**src/rtl/lsu_pkg.sv**
```systemverilog
// rtl/lsu_pkg.sv - shared Funct3 codes, FSM states and byte-enable constants for the LSU
package lsu_pkg;

  localparam logic [2:0] F3_B  = 3'b000;
  localparam logic [2:0] F3_H  = 3'b001;
  localparam logic [2:0] F3_W  = 3'b010;
  localparam logic [2:0] F3_BU = 3'b100;
  localparam logic [2:0] F3_HU = 3'b101;

  typedef enum logic [1:0] {
    S_IDLE = 2'd0,
    S_REQ  = 2'd1,
    S_WAIT = 2'd2,
    S_DONE = 2'd3
  } lsu_state_e;

  localparam logic [3:0] BE_B    = 4'b0001;
  localparam logic [3:0] BE_H_LO = 4'b0011;
  localparam logic [3:0] BE_H_HI = 4'b1100;
  localparam logic [3:0] BE_W    = 4'b1111;

  // Lane enables by access size; H looks only at addr[1], W ignores the low bits.
  function automatic logic [3:0] lane_be(input logic [2:0] f3, input logic [1:0] lo);
    case (f3)
      F3_B, F3_BU: lane_be = BE_B << lo;
      F3_H, F3_HU: lane_be = lo[1] ? BE_H_HI : BE_H_LO;
      default:     lane_be = BE_W;
    endcase
  endfunction

endpackage

```
**src/rtl/lsu_load_align.sv**
```systemverilog
// rtl/lsu_load_align.sv - selects and extends the loaded byte/half/word from a bus word,
// and flags accesses whose low address bits do not match the access size
module lsu_load_align
  import lsu_pkg::*;
(
  input  logic [31:0] rdata,
  input  logic [1:0]  addr_lo,
  input  logic [2:0]  funct3,
  output logic [31:0] result,
  output logic        misaligned
);

  logic [7:0]  byte_sel;
  logic [15:0] half_sel;

  always_comb begin
    case (addr_lo)
      2'd0:    byte_sel = rdata[7:0];
      2'd1:    byte_sel = rdata[15:8];
      2'd2:    byte_sel = rdata[23:16];
      default: byte_sel = rdata[31:24];
    endcase
    half_sel = addr_lo[1] ? rdata[31:16] : rdata[15:0];

    case (funct3)
      F3_B:    result = {{24{byte_sel[7]}}, byte_sel};
      F3_BU:   result = {24'd0, byte_sel};
      F3_H:    result = {{16{half_sel[15]}}, half_sel};
      F3_HU:   result = {16'd0, half_sel};
      F3_W:    result = rdata;
      default: result = 32'd0;
    endcase

    misaligned = (((funct3 == F3_H) || (funct3 == F3_HU)) && addr_lo[0])
               || ((funct3 == F3_W) && (addr_lo != 2'd0));
  end

endmodule

```
**src/rtl/lsu_mem_stage.sv**
```systemverilog
// rtl/lsu_mem_stage.sv - load/store unit driving a req/gnt/rvalid data bus and stalling the core.
// Define MISALIGN_TRAP_EN to fail misaligned H/W accesses instead of ignoring the low address bits.
module lsu_mem_stage
  import lsu_pkg::*;
#(
  parameter int TIMEOUT_CYCLES = 255,
  parameter int ADDR_W         = 32
) (
  input  logic              clk,
  input  logic              rst_n,
  input  logic              MemRead,
  input  logic              MemWrite,
  input  logic [2:0]        Funct3,
  input  logic [ADDR_W-1:0] ALUResult,
  input  logic [31:0]       WriteData,
  output logic [31:0]       ReadData,
  output logic              LsuBusy,
  output logic              LsuDone,
  output logic              LsuErr,
  output logic              mem_req,
  output logic              mem_we,
  output logic [ADDR_W-1:0] mem_addr,
  output logic [3:0]        mem_be,
  output logic [31:0]       mem_wdata,
  input  logic              mem_gnt,
  input  logic              mem_rvalid,
  input  logic [31:0]       mem_rdata
);

  localparam int CNT_W = (TIMEOUT_CYCLES > 255) ? 32 : 8;
  localparam logic [CNT_W-1:0] CNT_LAST = CNT_W'(TIMEOUT_CYCLES - 1);
`ifdef MISALIGN_TRAP_EN
  localparam bit TRAP_MISALIGN = 1'b1;
`else
  localparam bit TRAP_MISALIGN = 1'b0;
`endif

  lsu_state_e        state_q, state_d;
  logic [ADDR_W-1:0] addr_q, addr_d;
  logic [31:0]       wdata_q, wdata_d;
  logic [31:0]       rdata_q, rdata_d;
  logic [2:0]        f3_q, f3_d;
  logic              we_q, we_d;
  logic              err_q, err_d;
  logic [CNT_W-1:0]  cnt_q, cnt_d;

  logic [1:0]  al_lo;
  logic [2:0]  al_f3;
  logic [31:0] al_result;
  logic        al_misaligned;
  logic        bad_req;
  logic        timeout;

  // One aligner serves both the IDLE-time misalign check and the WAIT-time data capture.
  assign al_lo = (state_q == S_IDLE) ? ALUResult[1:0] : addr_q[1:0];
  assign al_f3 = (state_q == S_IDLE) ? Funct3 : f3_q;

  lsu_load_align u_align (
    .rdata      (mem_rdata),
    .addr_lo    (al_lo),
    .funct3     (al_f3),
    .result     (al_result),
    .misaligned (al_misaligned)
  );

  always_comb begin
    case (Funct3)
      F3_B, F3_H, F3_W: bad_req = MemRead & MemWrite;
      F3_BU, F3_HU:     bad_req = MemWrite;
      default:          bad_req = 1'b1;
    endcase
    if (TRAP_MISALIGN && al_misaligned) bad_req = 1'b1;
  end

  assign timeout = (TIMEOUT_CYCLES != 0) && (cnt_q == CNT_LAST);

  always_comb begin
    state_d = state_q;
    addr_d  = addr_q;
    wdata_d = wdata_q;
    rdata_d = rdata_q;
    f3_d    = f3_q;
    we_d    = we_q;
    err_d   = err_q;
    cnt_d   = cnt_q + 1'b1;
    mem_req = 1'b0;
    LsuBusy = 1'b0;
    LsuDone = 1'b0;

    case (state_q)
      S_IDLE: begin
        if (MemRead | MemWrite) begin
          LsuBusy = 1'b1;
          addr_d  = ALUResult;
          wdata_d = WriteData;
          f3_d    = Funct3;
          we_d    = MemWrite;
          rdata_d = 32'd0;
          cnt_d   = '0;
          err_d   = bad_req;
          state_d = bad_req ? S_DONE : S_REQ;
        end
      end
      S_REQ: begin
        LsuBusy = 1'b1;
        mem_req = 1'b1;
        if (mem_gnt) begin
          cnt_d   = '0;
          state_d = we_q ? S_DONE : S_WAIT;
        end else if (timeout) begin
          err_d   = 1'b1;
          state_d = S_DONE;
        end
      end
      S_WAIT: begin
        LsuBusy = 1'b1;
        if (mem_rvalid) begin
          rdata_d = al_result;
          state_d = S_DONE;
        end else if (timeout) begin
          err_d   = 1'b1;
          state_d = S_DONE;
        end
      end
      default: begin
        LsuDone = 1'b1;
        state_d = S_IDLE;
      end
    endcase
  end

  always_ff @(posedge clk or negedge rst_n) begin
    if (!rst_n) begin
      state_q <= S_IDLE;
      addr_q  <= '0;
      wdata_q <= 32'd0;
      rdata_q <= 32'd0;
      f3_q    <= 3'd0;
      we_q    <= 1'b0;
      err_q   <= 1'b0;
      cnt_q   <= '0;
    end else begin
      state_q <= state_d;
      addr_q  <= addr_d;
      wdata_q <= wdata_d;
      rdata_q <= rdata_d;
      f3_q    <= f3_d;
      we_q    <= we_d;
      err_q   <= err_d;
      cnt_q   <= cnt_d;
    end
  end

  // rdata_q is cleared on acceptance, so stores, errors and timeouts report zero.
  assign ReadData = (state_q == S_DONE) ? rdata_q : 32'd0;
  assign LsuErr   = (state_q == S_DONE) & err_q;
  assign mem_we   = mem_req & we_q;
  assign mem_addr = mem_req ? {addr_q[ADDR_W-1:2], 2'b00} : '0;
  assign mem_be   = mem_req ? lane_be(f3_q, addr_q[1:0]) : 4'd0;

  always_comb begin
    mem_wdata = 32'd0;
    if (mem_req && we_q) begin
      case (f3_q)
        F3_B:    mem_wdata = {4{wdata_q[7:0]}};
        F3_H:    mem_wdata = {2{wdata_q[15:0]}};
        default: mem_wdata = wdata_q;
      endcase
    end
  end

endmodule

```
**config.mk**
```make
export PLATFORM = sky130hd
export DESIGN_NAME = lsu_mem_stage
export DESIGN_NICKNAME = d
export VERILOG_FILES = /design/src/rtl/lsu_pkg.sv /design/src/rtl/lsu_load_align.sv /design/src/rtl/lsu_mem_stage.sv
export SDC_FILE = /design/constraint.sdc
export NUM_CORES = 1
export LEC_CHECK = 0
export BUFFER_PORTS_ARGS = -buffer_cell sky130_fd_sc_hd__buf_2
export CORE_ASPECT_RATIO = 1.4
export CORE_MARGIN = 1
export CORE_UTILIZATION = 55
export DETAILED_ROUTE_END_ITERATION = 12
export PLACE_DENSITY = 0.86
export SYNTH_ARGS = -nofsm -noshare
export SYNTH_HDL_FRONTEND = slang
export SYNTH_SLANG_ARGS = --single-unit
export TNS_END_PERCENT = 5
```
**constraint.sdc**
```tcl
create_clock -name clk -period 5.3 [get_ports clk]
set_input_delay 1.06 -clock clk [delete_from_list [all_inputs] [get_ports clk]]
set_output_delay 1.06 -clock clk [all_outputs]
set_load 0.005 [all_outputs]
```
==> summary.txt <==
STA
  • Max Fclk: 276.5 MHz
  • Setup TNS: 0 ps
  • RSZ-0062 raised after global routing: no
  • Slew @ Worst Pin: 1208 ps
  • Final setup viols: 0
  • Final setup skew: 9.284 ps
  • Tmin final: 3616 ps
  • Part of the cycle the worst path needs: 68.23%
  • Max_slew headroom: 19.48%
  • Final Max Tran Viols: 0
  • Final Hold Violating Endpoints: 0

Logic synthesis
  • Syn Inst Count: 626
  • Top post-synthesis cells by area: dfrtp_1 45%, mux2_2 12%, and2_1 6.4%, a21oi_1 4.6%, nand2_1 2.8%
  • Main flop type after synthesis: dfrtp_1
  • Yosys Warn Count: 0
  • Post-Syn Area: 6220 µm²
  • #FFs+latches synth: 111
  • Unique masters post-synth: 55
  • Async S/R FF share, synth: 100.0%
  • Area share of the largest cell type after synthesis: 44.66%
  • Number of synthesized flops with an enable pin: 0
  • Post-synthesis sequential area ratio: 44.66%
  • Mapped Avg Cell Area: 9.936 µm²
  • Largest area contributor in the netlist: dfrtp_1

Worst setup path
  • R2R setup slack: 1680 ps
  • Crit Path Category: reg2reg
  • CP required: 5560 ps
  • Startpoint Class: register
  • Critical path arrival: 3880 ps
  • Worst R2R Start: state_q[0]
  • Worst r2r path cells: 7
  • Worst Path Max Fanout: 34
  • FF-to-FF End: rdata_q[15]
  • Setup crit end kind: register

Clocking
  • Worst-Skew Late Latency: 350 ps
  • H-tree depth: 3
  • Clock Path Buffers: 2
  • # Post-CTS Setup Buffers: 0
  • CTS buffer count: 9
  • Clock Tree Root: clkbuf_16
  • Post-cts repair resize count: 0
  • Hold-fix buffers at CTS: 0
  • Sink Count: 111
  • CTS tree: built
  • Worst-path clk slew: 80 ps

Drt
  • Post-route ant nets: 0
  • Final wirelength: 17510 µm
  • Total number of vias: 5769
  • DR WL/cell: 18.53 µm
  • Pre-Repair DR Iteration Count: 6
  • # DRC: 0
  • 1st-iter DRT viols: 521
  • Vias per cell: 6.105

Pwr
  • Peak supply drop: 0.0002983 V
  • PwrDens: 548.9 nW/µm²
  • P_leak: 3.660 nW

Placement
  • GPL Wtd Cong: 0.9011
  • PortBufs: 207
  • DP Cell Count: 929
  • Final HPWL DP: 12490 µm

Global routing
  • Vias in the first global route: 5666
  • Grt ovf: 0
  • First-pass GRT wire length: 27800 µm
  • Initial antenna violation count: 0
  • Gr usage total: 29.87%
  • Pin count of the biggest net entering global routing: 78

Outcome
  • Outcome: completed

Floorplanning
  • Starting density of the core: 56.94%
  • Die H: 127.8 µm
  • Core ar.: 10920 µm²
  • # rows: 45
  • Die extent in x: 91.88 µm
  • Die area: 11740 µm²
  • Top-level I/O count: 210

Worst hold path
  • Hold Startpoint: cnt_q[0]
  • Hold crit path type: reg2reg
  • Hold path cells: 1
  • Worst hold endpoint: cnt_q[0]

Layout
  • Number of diodes: 0
  • Cell Count, Final, Fillers Out: 945
  • Final nets: 912
  • FILL cells: 881
  • Layout cells sized above 1: 38.31%
  • Synthesis-to-layout area growth: 21.44%

Flow run
  • Max_cap viols: 0
==> synthesized netlist by cell type, types with 2 or more instances <==
cell type,n
and3_1,10
nand3_1,12
xnor2_1,3
or3_1,4
a22oi_1,16
nand2b_1,5
a222oi_1,10
or2_2,3
o21ai_0,23
a221o_1,6
xor2_1,3
o21a_1,4
mux2i_1,10
a32oi_1,6
nor3_1,4
nor2b_1,2
nand2_1,46
and2_1,64
buf_1,4
a211oi_1,9
o211ai_1,11
a31oi_1,16
mux2_2,68
inv_1,9
ha_1,8
o21ai_1,3
nor2_1,27
o32ai_2,2
o2111ai_1,2
buf_2,14
dfrtp_1,111
clkbuf_1,31
a21oi_1,57
buf_4,2
==> placed cells by master (no fill, tap or decap), types with 10 or more instances in the layout <==
cell      count
and3_1       10
o21ai_0      23
dfrtp_1     111
a22oi_1      16
o211ai_1     11
a31oi_1      16
a21oi_1      57
buf_2       206
and2_1       64
mux2i_1      10
nor2_1       27
nand2_1      46
mux2_2       68
nand3_1      12
a222oi_1     10
==> worst max path at each step <==
| stage | from | end | slack [ps] | cells past startpoint |
|---|---|---|---|---|
| 3_3_place_gp | state_q[0] | rdata_q[15] | 2040 | 7 |
| 2_1_floorplan | MemRead | LsuBusy | 2350 | 4 |
| 6_report | state_q[0] | rdata_q[15] | 1680 | 7 |
| 4_1_cts | state_q[0] | rdata_q[15] | 1750 | 7 |
| 5_1_grt | state_q[0] | rdata_q[15] | 1400 | 7 |
| 3_5_place_dp | state_q[0] | rdata_q[15] | 1800 | 7 |
==> registers in the layout, summed over array words and instances, names as in the netlist <==
signal	count
wdata_q	32
rdata_q	32
state_q	2
addr_q	32
f3_q	3
we_q	1
err_q	1
cnt_q	8
==> stage by stage <==
step	power [mW]	hold WS [ps]	instance area, µm²	util [%]	worst slack (ps)
finish	4.146	488.0	7553	69.15	1684
global placement	3.351	471.4	7267	66.53	2036
detailed placement	3.459	481.7	7267	66.53	1796
floorplan	2.862	448.0	6223	-	2353
CTS	4.131	491.5	7553	69.15	1752
global route	4.413	516.3	7553	69.15	1397
==> metal layers <==
| layer | wire [µm] | vias to the layer above | GRT usage (%) |
|---|---|---|---|
| li1 | - | 2606 | - |
| met1 | 6571 | 2784 | 36.22 |
| met2 | 8812 | 330 | 51.19 |
| met3 | 1546 | 49 | 6.465 |
| met4 | 578 | 0 | 12.87 |
| met5 | 0 | - | 0 |
==> layout make-up <==
| class | count | area, µm² | share of cell area, % |
|---|---|---|---|
| Tap cell | 141 | 176.4 | 2.336 |
| Multi-Input combinational cell | 455 | 3196 | 42.31 |
| Clock buffer | 9 | 225.2 | 2.982 |
| Timing Repair Buffer | 213 | 1084 | 14.34 |
| Clock inverter | 7 | 61.31 | 0.8117 |
| Sequential cell | 111 | 2778 | 36.77 |
| Inverter | 9 | 33.78 | 0.4472 |
==> report_power, final <==
part / total (mW) / switching, mW / internal, mW
Combinational: 1.99 / 1.10 / 0.896
Clock: 0.662 / 0.333 / 0.330
Sequential: 1.49 / 0.313 / 1.18
==> kinds of logic after synthesis <==
kind of cell	share of synthesized area, %
flops	44.66
mux	14.28
buf+inv	4.204
other cells	0.06029
xor+xnor	0.8451
compound gates	19.21
fa+ha+maj	1.609
simple gates	15.13
==> critical path: stages (launching register included) <==
cell and delay, ps:
dfrtp_1 450, inv_1 110, ha_1 590, nand2b_1 350
o32ai_2 940, or3_1 620, a222oi_1 220, a21oi_1 240
Power figures use the tool's default switching activity.
